$ cat config.mk
export PLATFORM = sky130hd
export DESIGN_NAME = pwr_gate_seq
export DESIGN_NICKNAME = d
export VERILOG_FILES = /design/src/rtl/pwr_gate_seq.sv
export SDC_FILE = /design/constraint.sdc
export NUM_CORES = 1
export LEC_CHECK = 0
export ABC_AREA = 1
export BUFFER_PORTS_ARGS = -buffer_cell sky130_fd_sc_hd__buf_4
export CORE_MARGIN = 3
export CORE_UTILIZATION = 25
export DETAILED_ROUTE_END_ITERATION = 12
export PLACE_DENSITY_LB_ADDON = 0.25
export SLEW_MARGIN = 20
export SYNTH_ARGS = -nofsm -noshare
export SYNTH_HDL_FRONTEND = slang
export SYNTH_SLANG_ARGS = --single-unit
export TNS_END_PERCENT = 50
$ cat constraint.sdc
create_clock -name clk_i -period 1.9 [get_ports clk_i]
set_clock_uncertainty 0.2 [all_clocks]
set_input_delay 0.38 -clock clk_i [delete_from_list [all_inputs] [get_ports clk_i]]
set_output_delay 0.38 -clock clk_i [all_outputs]
set_load 0.01 [all_outputs]
$ cat src/rtl/pwr_gate_seq.sv
// Power-gating sequencer for one domain: orders clock gate, isolation, reset and
// power switch, waiting on the switch cell's delayed acknowledge in both directions.
module pwr_gate_seq #(
    parameter int ACK_TIMEOUT = 64,
    parameter int ISO_DELAY   = 2,
    parameter int RST_DELAY   = 2
) (
    input  logic clk_i,
    input  logic rst_i,
    input  logic pwr_off_req_i,
    input  logic switch_ack_ni,
    input  logic err_clear_i,
    output logic switch_n_o,
    output logic iso_n_o,
    output logic rst_n_o,
    output logic clkgate_en_no,
    output logic domain_on_o,
    output logic busy_o,
    output logic timeout_err_o
);

    localparam int ACK_W   = $clog2(ACK_TIMEOUT + 1);
    localparam int DLY_MAX = (ISO_DELAY > RST_DELAY) ? ISO_DELAY : RST_DELAY;
    localparam int DLY_W   = $clog2(DLY_MAX + 1);

    typedef enum logic [3:0] {
        ST_ON, ST_OFF_CG, ST_OFF_ISO, ST_OFF_RST, ST_OFF_SW,
        ST_OFF, ST_ON_SW, ST_ON_ISO, ST_ON_RST, ST_ON_CG
    } state_t;

    state_t             state_q, state_d;
    logic [ACK_W-1:0]   ack_cnt_q, ack_cnt_d;
    logic [DLY_W-1:0]   dly_cnt_q, dly_cnt_d;
    logic               ack_meta_q, ack_sync_q;
    logic               err_set;
    logic               switch_n_q, iso_n_q, rst_n_q, clkgate_en_q, domain_on_q, busy_q, err_q;
    logic               switch_n_d, iso_n_d, rst_n_d, clkgate_en_d, domain_on_d, busy_d, err_d;

    // Outputs are registered alongside the state so they change on the same edge.
    always_ff @(posedge clk_i or posedge rst_i) begin
        if (rst_i) begin
            state_q      <= ST_ON;
            ack_cnt_q    <= '0;
            dly_cnt_q    <= '0;
            ack_meta_q   <= 1'b0;
            ack_sync_q   <= 1'b0;
            switch_n_q   <= 1'b0;
            iso_n_q      <= 1'b1;
            rst_n_q      <= 1'b1;
            clkgate_en_q <= 1'b0;
            domain_on_q  <= 1'b1;
            busy_q       <= 1'b0;
            err_q        <= 1'b0;
        end else begin
            state_q      <= state_d;
            ack_cnt_q    <= ack_cnt_d;
            dly_cnt_q    <= dly_cnt_d;
            ack_meta_q   <= switch_ack_ni;
            ack_sync_q   <= ack_meta_q;
            switch_n_q   <= switch_n_d;
            iso_n_q      <= iso_n_d;
            rst_n_q      <= rst_n_d;
            clkgate_en_q <= clkgate_en_d;
            domain_on_q  <= domain_on_d;
            busy_q       <= busy_d;
            err_q        <= err_d;
        end
    end

    always_comb begin
        state_d   = state_q;
        ack_cnt_d = ack_cnt_q;
        dly_cnt_d = dly_cnt_q;
        err_set   = 1'b0;
        unique case (state_q)
            ST_ON:      if (pwr_off_req_i) state_d = ST_OFF_CG;
            ST_OFF_CG: begin
                state_d   = ST_OFF_ISO;
                dly_cnt_d = '0;
            end
            ST_OFF_ISO: begin
                if (dly_cnt_q == DLY_W'(ISO_DELAY - 1)) begin
                    state_d   = ST_OFF_RST;
                    dly_cnt_d = '0;
                end else dly_cnt_d = dly_cnt_q + 1'b1;
            end
            ST_OFF_RST: begin
                if (dly_cnt_q == DLY_W'(RST_DELAY - 1)) begin
                    state_d   = ST_OFF_SW;
                    ack_cnt_d = '0;
                end else dly_cnt_d = dly_cnt_q + 1'b1;
            end
            // A missing ack is treated as arrived once the timeout expires.
            ST_OFF_SW: begin
                if (ack_sync_q) state_d = ST_OFF;
                else if (ack_cnt_q == ACK_W'(ACK_TIMEOUT - 1)) begin
                    state_d = ST_OFF;
                    err_set = 1'b1;
                end else ack_cnt_d = ack_cnt_q + 1'b1;
            end
            ST_OFF: begin
                if (!pwr_off_req_i) begin
                    state_d   = ST_ON_SW;
                    ack_cnt_d = '0;
                end
            end
            ST_ON_SW: begin
                if (!ack_sync_q) begin
                    state_d   = ST_ON_ISO;
                    dly_cnt_d = '0;
                end else if (ack_cnt_q == ACK_W'(ACK_TIMEOUT - 1)) begin
                    state_d   = ST_ON_ISO;
                    dly_cnt_d = '0;
                    err_set   = 1'b1;
                end else ack_cnt_d = ack_cnt_q + 1'b1;
            end
            ST_ON_ISO: begin
                if (dly_cnt_q == DLY_W'(ISO_DELAY - 1)) begin
                    state_d   = ST_ON_RST;
                    dly_cnt_d = '0;
                end else dly_cnt_d = dly_cnt_q + 1'b1;
            end
            ST_ON_RST: begin
                if (dly_cnt_q == DLY_W'(RST_DELAY - 1)) state_d = ST_ON_CG;
                else dly_cnt_d = dly_cnt_q + 1'b1;
            end
            ST_ON_CG:   state_d = ST_ON;
            default:    state_d = ST_ON;
        endcase
    end

    always_comb begin
        switch_n_d   = state_d inside {ST_OFF_SW, ST_OFF};
        iso_n_d      = state_d inside {ST_ON, ST_OFF_CG, ST_ON_ISO, ST_ON_RST, ST_ON_CG};
        rst_n_d      = state_d inside {ST_ON, ST_OFF_CG, ST_OFF_ISO, ST_ON_RST, ST_ON_CG};
        clkgate_en_d = !(state_d inside {ST_ON, ST_ON_CG});
        domain_on_d  = (state_d == ST_ON);
        busy_d       = !(state_d inside {ST_ON, ST_OFF});
        err_d        = err_set | (err_q & ~err_clear_i);
    end

    assign switch_n_o    = switch_n_q;
    assign iso_n_o       = iso_n_q;
    assign rst_n_o       = rst_n_q;
    assign clkgate_en_no = clkgate_en_q;
    assign domain_on_o   = domain_on_q;
    assign busy_o        = busy_q;
    assign timeout_err_o = err_q;

endmodule

# After elaboration in Yosys (flattened, before gate mapping)

Cells that the tools add are included.

$add $sub $neg: 2
Eq/ne operators: 23
Mux-type cells: 26
Bitwise gates (word level): 3
Reduce and logical (&&, ||, !) cells: 15

Operator list:

| cell                  | number |
|---|---|
| $mux W4               | 10 |
| $pmux W4 S9           | 1 |
| $mux W7               | 5 |
| $eq A4 B3 Y1 const B  | 7 |
| $pmux W7 S4           | 1 |
| $eq A4 B2 Y1 const B  | 3 |
| $eq A4 B4 Y1 const B  | 3 |
| $ne A2 B2 Y1 const B  | 5 |
| $reduce_bool A5 Y1    | 2 |
| $eq A4 B1 Y1 const B  | 2 |
| $logic_not A4 Y1      | 2 |
| $mux W2               | 4 |
| $pmux W2 S4           | 1 |
| $reduce_bool A4 Y1    | 2 |
| $add A7 B1 Y7 const B | 1 |
| $eq A7 B6 Y1 const B  | 1 |
| $reduce_bool A2 Y1    | 3 |
| $reduce_and A5 Y1     | 1 |
| $reduce_or A2 Y1      | 2 |
| $mux W1               | 3 |
| $ne A3 B3 Y1 const B  | 1 |
| $reduce_and A3 Y1     | 1 |
| $add A2 B1 Y2 const B | 1 |
| $eq A2 B1 Y1 const B  | 1 |
| other kinds (5)       | 6 |

Flip-flop bits (word level): 22
Input bits: 5
Logic and storage cells: 81

# Depth between registers and ports, before layout

Gate-level depths: netlist of the first run.

Depth after elaboration: 7
Depth in mapped cells: 10
Mapped depth without buffers: 10

# Least setup slack after synthesis of the first run

Ideal clock, no wire load.

Path kind: register to register
From: register dly_cnt_q[1]
To: register ack_cnt_q[2]
Data arrival time: 1.402 ns
Data required time: 1.617 ns
Path slack: 0.215 ns
Cell stages (with the launch flop): 10
Path buffers: 1
Period minus slack after synthesis: 1.685 ns
Cells stage by stage: dfrtp_1 inv_1 ha_1 inv_1 nand3_2 nand2_1 nor3_4 buf_6 nand3_1 o21ai_0

Word-level cells in the longest chain between the ends: 3

RTL lines:

| what                        | RTL line | text |
|---|---|---|
| start: declaration          | 33       | `logic [DLY_W-1:0] dly_cnt_q, dly_cnt_d;` |
| start signal: assignment    | 57       | `dly_cnt_q <= dly_cnt_d;` |
| $eq A2 B1 Y1                | 88       | `if (dly_cnt_q == DLY_W'(RST_DELAY - 1)) begin` |
| $ne A2 B2 Y1 (no line)      | -        |  |
| $reduce_and A5 Y1 (no line) | -        |  |
| end signal: assignment      | 56       | `ack_cnt_q <= ack_cnt_d;` |
| end: declaration            | 32       | `logic [ACK_W-1:0] ack_cnt_q, ack_cnt_d;` |

Every way passes these cells.
A chain may end at the register's enable or synchronous reset.

# Worst setup path in the final report of the first run

From: register ack_cnt_q[0]
To: register dly_cnt_q[0]

Word-level cells in the longest chain between the ends: 3

RTL lines:

| what                        | RTL line | text |
|---|---|---|
| $eq A7 B6 Y1                | 111      | `end else if (ack_cnt_q == ACK_W'(ACK_TIMEOUT - 1)) begin` |
| $ne A3 B3 Y1 (no line)      | -        |  |
| $reduce_and A3 Y1 (no line) | -        |  |

Every way passes these cells.

==> summary.txt, run 1 <==
Status
  – Status: finished clean

Yosys
  – Synthesized-area fraction occupied by adder cells: 3.077%
  – Sequential area share after synthesis: 45.44%
  – Syn avg cell area: 8.356 sq um
  – Cells after Synth: 146
  – Yosys cell types: 28
  – Main combinational cell family by area after synthesis: simple AND/OR/NAND/NOR gates
  – Synth Area in Compound Gates: 7.077%
  – Net Count, Synth: 154
  – Synth Cell Area: 1220 sq um
  – Mux contribution to synthesized area: 0%
  – #FFs+latches synth: 22
  – Yosys warns: 0
  – Synth Area in Simple Gates: 33.64%
  – XOR/XNOR Fraction of Synth Area: 3.590%

Floorplan
  – Die area: 5754 sq um
  – CORE AREA: 4534 sq um
  – Die Span X: 75.86 um
  – Std-Cell Rows: 24
  – IO Pins: 12
  – Die H: 75.86 um
  – Initial Util: 26.90%

STA
  – Hold slack: 0.1263 ns
  – Hold violation total from the final report: 0
  – Max-slew headroom: 76.80%
  – Slew @ Worst Pin: 0.3481 ns
  – Pins Over Slew Limit: 0
  – Timing-limited maximum frequency: 0.5660 GHz
  – Unrepaired setup endpoints after global routing: yes
  – Setup-failing EPs final: 0
  – Final Cycle Share: 92.98%
  – Final min period: 1.767 ns

Detailed routing
  – Post-route ant nets: 0
  – Drt pass-1 iters: 4
  – Wire length per cell: 10.90 um
  – Via density: 4.443
  – Post-Route WL: 2562 um
  – Violation count after the first detailed-routing iteration: 29
  – Drt drc: 0
  – Vias post-DR: 1,044

Layout
  – N_diodes: 0
  – Synthesis-to-finish area growth: 26.26%
  – Share of layout cells above drive strength 1: 24.12%
  – Nets: 179
  – Most frequent cells in the layout: nand2_1, nand3_1, dfrtp_1, inv_1, buf_4
  – Most common cell after layout, fill and taps aside: nand2_1
  – Non-filler cells, final: 235

Critical path
  – Bufs and invs on worst path: 1
  – CP Class: reg2reg
  – Cell count of the worst reg-to-reg path: 9
  – Most numerous cell on the critical path: nand2_1
  – Worst path slowest cell: dfrtp_1
  – Startpoint types: flip-flop
  – CP Cell Sequence: ha_1, nand3_1, nor2_2, buf_4, nor3_1, nor2_1, nand2_1, nand2_1, nand2_1
  – Worst Path Required: 1.86 ns
  – CP arrival: 1.73 ns
  – Reg-to-reg startpoint: ack_cnt_q[0]$_DFFE_PP0P_
  – Critical Path Sink Type: flip-flop
  – Critical Path Stages: 9
  – Crit. Startpoint: ack_cnt_q[0]$_DFFE_PP0P_
  – CP max FO: 3
  – Highest cell delay on the worst timing path: 0.38 ns
  – CP top delay family: simple AND/OR/NAND/NOR gates

Global route
  – Vias in the first global route: 1,038
  – Largest net degree at the start of global routing: 23
  – Grt ovf: 0
  – Initial antenna violation count: 0
  – Gr usage total: 9.965%
  – Wire length of the first global-routing pass: 4388 um

Clock tree
  – Reg clk slew, reported paths: 0.08 ns
  – Deepest clock path buffer count: 2
  – Root Driver: clkbuf_8
  – Post-CTS Setup Repair Bufs: 0
  – Insertion delay to the later sink of the worst-skew pair: 0.27 ns
  – H-tree depth: 1
  – CTS tree: built
  – TritonCTS Buffers: 3
  – Clock Sinks: 22

Pwr
  – Leak pwr: 0.7097 nW
  – Peak VDD IR: 0.4731 mV
  – Pwr/cell area: 1582 nW/um^2

Placed design
  – GPL Wtd Cong: 0.8309
  – Placed Cells: 228
  – PortBufs: 11
  – Post-DP HPWL: 1961 um

Worst hold path
  – Hold Startpoint: err_clear_i
  – Min-Delay Path Class: in2reg
  – Worst hold path cell count: 2

Run
  – Maxcap violations: 0
-- power breakdown --
group | leakage, nW | switching [mW] | internal, mW | total, mW
Sequential | 0.271 | 0.0920 | 0.618 | 0.710
Clock | 0.0357 | 0.157 | 0.282 | 0.439
Combinational | 0.403 | 0.772 | 0.515 | 1.29
Total | 0.710 | 1.02 | 1.41 | 2.44
-- logic make-up after synthesis --
| logic type | Yosys count |
|---|---|
| and+or+nand+nor | 80 |
| DFF | 22 |
| buffers and inverters | 21 |
| AOI/OAI and AO/OA | 15 |
| xor gates and xnor gates | 5 |
| adders and majority gates | 3 |
-- synth_stat cells --
cell type	n	area, sq um
nand2_1	28	105.1
dfrtp_1	19	475.5
nand3_1	19	95.09
inv_1	18	67.56
nor2_1	16	60.06
o21ai_0	8	40.04
xor2_1	5	43.79
nand4_1	4	25.02
dfstp_2	3	78.83
ha_1	3	37.54
a21oi_1	2	10.01
nand3_2	2	20.02
nor2_4	2	22.52
nor3_1	2	10.01
nor3_4	2	32.53
a22oi_1	1	7.510
a31oi_1	1	6.260
and2_2	1	7.510
buf_6	1	11.26
clkinv_2	1	5.000
inv_2	1	3.750
nand3b_1	1	7.510
nand4_2	1	12.51
nor2_2	1	6.260
o21ai_1	1	5.000
o21ai_2	1	8.760
o221ai_1	1	8.760
or2_1	1	6.260
-- final cells by class --
cell class | instances | area (sq um)
inverter | 20 | 76.32
tap | 65 | 81.33
fill | 465 | 2994
clock buffer | 3 | 41.29
timing repair buffer | 20 | 167.7
sequential | 22 | 554.3
clock inverter | 1 | 30.03
multi-input combinational | 104 | 589.3
-- stage by stage --
step	power, mW	TNS (ns)	setup slack [ns]	cell area (sq um)	utilization [%]
floorplan	1.571	0	0.2152	1220	-
global placement	1.981	0	0.09460	1438	31.71
detailed placement	1.988	0	0.09531	1438	31.71
CTS	2.442	0	0.07864	1529	33.72
global route	2.658	-0.02589	-0.02589	1540	33.97
finish	2.436	0	0.1333	1540	33.97
-- worst paths after layout --
kind | to | slack (ns)
min in group asynchronous | timeout_err_o$_DFF_PP0_ | 0.51
worst min-delay path | timeout_err_o$_DFF_PP0_ | 0.13
worst min register to register | ack_sync_q$_DFF_PP0_ | 0.15
worst max register to register | dly_cnt_q[0]$_DFFE_PP0P_ | 0.13
max in group asynchronous | domain_on_o$_DFF_PP1_ | 0.72
worst max-delay path | dly_cnt_q[0]$_DFFE_PP0P_ | 0.13
-- routing by layer --
| layer | wire length, um | part of all wire (%) | up-vias | GRT usage, % |
|---|---|---|---|---|
| li1 | - | - | 529 | - |
| met1 | 1120 | 44 | 497 | 12.26 |
| met2 | 1325 | 52 | 14 | 16.92 |
| met3 | 89 | 3.5 | 4 | 2.770 |
| met4 | 26 | 1.0 | 0 | 2.913 |
| met5 | 0 | 0 | - | 0 |
-- sequential cells by signal, indices dropped and copies added, names as in the netlist --
signal,flops
switch_n_o,1
rst_n_o,1
state_q,4
timeout_err_o,1
ack_meta_q,1
clkgate_en_no,1
ack_sync_q,1
ack_cnt_q,7
domain_on_o,1
iso_n_o,1
busy_o,1
dly_cnt_q,2
-- repair_timing --
item / 4_1_cts / 5_1_grt
setup endpoints to repair: 0 / 11
gates resized for setup: 0 / 3
hold buffers: 2 / 0
hold endpoints to repair: 20 / 0
(Power assumes the default switching activity.)
==> inputs of run 2 (changes only) <==
CTS_CLUSTER_DIAMETER = 200   (was not set)
MAX_ROUTING_LAYER = met4   (was not set)
==> run 2 against run 1 <==
- sequential share of layout area decreased by 0.40 points
- via count rose by 0.57%
- die area unchanged
- cell count increased by 0.85%
- cell area up 1.1%
- global-route usage about the same
- total power rose by 1.3%
- fmax shrank 0.55%
- critical path type unchanged
- critical endpoint is now busy_o$_DFF_PP0_
- largest cell class unchanged
- largest power group unchanged
- highest routed layer unchanged
==> summary.txt, run 2 (synthesized netlist as in run 1, its figures left out) <==
Status
  – Status: finished clean

Placed design
  – Post-DP HPWL: 1962 um
  – GPL Wtd Cong: 0.8096
  – PortBufs: 11
  – DP Area: 1430 sq um

Layout
  – Fin area: 1558 sq um
  – Share of layout cells above drive strength 1: 25.58%
  – Area of the multi-input gates: 591.8 sq um
  – Filler instances: 480
  – Nets: 181
  – End-of-flow core utilization: 34.35%
  – Registers with the most flip-flops: ack_cnt_q x7, state_q x4, dly_cnt_q x2
  – Synthesis-to-finish area growth: 27.69%
  – Most common cell after layout, fill and taps aside: nand2_1
  – N_diodes: 0
  – Seq. cell area: 554.3 sq um
  – Most frequent cells in the layout: nand2_1, nand3_1, dfrtp_1, buf_4, inv_1
  – Largest register FFs: 7
  – Largest reg by FF count: ack_cnt_q

Detailed routing
  – Drt pass-1 iters: 4
  – Vias post-DR: 1,050
  – Post-Route WL: 2575 um
  – Post-route ant nets: 0
  – Violation count after the first detailed-routing iteration: 27
  – Via density: 4.430
  – Drt drc: 0
  – Wire length per cell: 10.86 um

Clock tree
  – Insertion delay to the later sink of the worst-skew pair: 0.26 ns
  – Root Driver: clkbuf_8
  – CTS tree: built
  – Clock Sinks: 22
  – H-tree depth: 1
  – Deepest clock path buffer count: 2
  – TritonCTS Buffers: 3
  – Reg clk slew, reported paths: 0.08 ns

Global route
  – Grt ovf: 0
  – Initial antenna violation count: 0
  – Met1 global-route usage: 12.21%
  – Gr usage total: 9.966%
  – Wire length of the first global-routing pass: 4291 um
  – Largest net degree at the start of global routing: 23
  – Vias in the first global route: 1,017
  – Most used routing layer: met2
  – GR Util met2: 16.25%
  – Met3 global-route usage: 3.166%

STA
  – Timing-limited maximum frequency: 0.5629 GHz
  – Hold violation total from the final report: 0
  – Final Cycle Share: 93.50%
  – Slew @ Worst Pin: 0.3512 ns
  – Final min period: 1.777 ns
  – Max-slew headroom: 76.58%
  – Pins Over Slew Limit: 0
  – Setup-failing EPs final: 0

Critical path
  – Worst Path Required: 1.86 ns
  – CP arrival: 1.73 ns
  – Cell count of the worst reg-to-reg path: 8
  – Reg-to-Reg End: busy_o$_DFF_PP0_
  – Bufs and invs on worst path: 1
  – Most numerous cell on the critical path: nand3_1
  – CP Class: reg2reg
  – Critical Path Sink Type: flip-flop
  – R2R Setup Slk: 0.12 ns
  – Worst path slowest cell: dfrtp_1
  – Startpoint types: flip-flop
  – Highest cell delay on the worst timing path: 0.45 ns
  – CP top delay family: simple AND/OR/NAND/NOR gates
  – Reg-to-reg startpoint: state_q[0]$_DFF_PP0_
  – CP max FO: 6
  – CP Cell Sequence: nand2_1, clkinv_2, nand3_1, nand3_1, nor2_1, nand3_1, nor2_2, nor2_1

Pwr
  – Pwr Total: 2.468 mW
  – Peak VDD IR: 0.5879 mV
  – Leak pwr: 0.7181 nW
  – Pwr/cell area: 1585 nW/um^2

Floorplan
  – Initial Util: 26.90%
  – Die H: 75.86 um
  – CORE AREA: 4534 sq um
  – IO Pins: 12
  – Die area: 5754 sq um
  – Die Span X: 75.86 um
  – Std-Cell Rows: 24

Worst hold path
  – Worst hold path cell count: 2
  – Hold Path Sink: timeout_err_o$_DFF_PP0_
  – Min-Delay Path Class: in2reg
  – Hold Startpoint: err_clear_i

Run
  – Maxcap violations: 0
==> run 2: worst max path at each step <==
stage                                  start                       end  cells after the start
floorplan           dly_cnt_q[1]$_DFFE_PP0P_  ack_cnt_q[2]$_DFFE_PP0P_                      9
global placement        state_q[0]$_DFF_PP0_          busy_o$_DFF_PP0_                      8
detailed placement  dly_cnt_q[1]$_DFFE_PP0P_  ack_cnt_q[1]$_DFFE_PP0P_                      9
CTS                 dly_cnt_q[1]$_DFFE_PP0P_  ack_cnt_q[1]$_DFFE_PP0P_                      9
global route        dly_cnt_q[1]$_DFFE_PP0P_  ack_cnt_q[1]$_DFFE_PP0P_                      9
finish                  state_q[0]$_DFF_PP0_          busy_o$_DFF_PP0_                      8
==> run 2: cell type report <==
cell class / count / share of cell area (%)
flip-flops and latches: 22 / 35.58
inverters: 20 / 4.900
clock buffers: 3 / 2.651
clock inverters: 1 / 1.928
well taps: 65 / 5.221
multi-input cells: 104 / 37.99
repair buffers: 22 / 11.73
==> run 2: through the flow <==
stage / std cells / hold WS [ns] / setup slack (ns) / setup TNS (ns)
CTS: 232 / 0.005238 / 0.03790 / 0
detailed placement: 227 / 0.1409 / 0.06998 / 0
global route: 237 / 0.1195 / -0.005823 / -0.005888
floorplan: 146 / 0.1312 / 0.2152 / 0
finish: 237 / 0.1332 / 0.1235 / 0
global placement: 227 / 0.1364 / 0.08550 / 0
==> run 2: power by group <==
part	internal (mW)	switching (mW)
registers	0.618	0.0887
clock network	0.281	0.155
logic	0.536	0.789
total	1.44	1.03
==> run 2: layer usage <==
layer	vias up	routed length (um)
met3	2	75
met1	507	1145
met2	10	1345
li1	531	-
met4	0	8
met5	-	0
==> run 2: worst reg2reg max path, stage by stage, from the launching register on <==
cell,delay (ns)
dfrtp_1,0.45
nand2_1,0.16
clkinv_2,0.12
nand3_1,0.14
nand3_1,0.09
nor2_1,0.15
nand3_1,0.13
nor2_2,0.17
nor2_1,0.06
==> run 2: what timing repair did <==
item                                    in CTS  in global routing
buffers inserted                             0                  3
endpoints found under the hold margin       19                  1
hold buffers                                 1                  1
gates resized for setup                      0                  4
endpoints found under the setup margin       0                 14
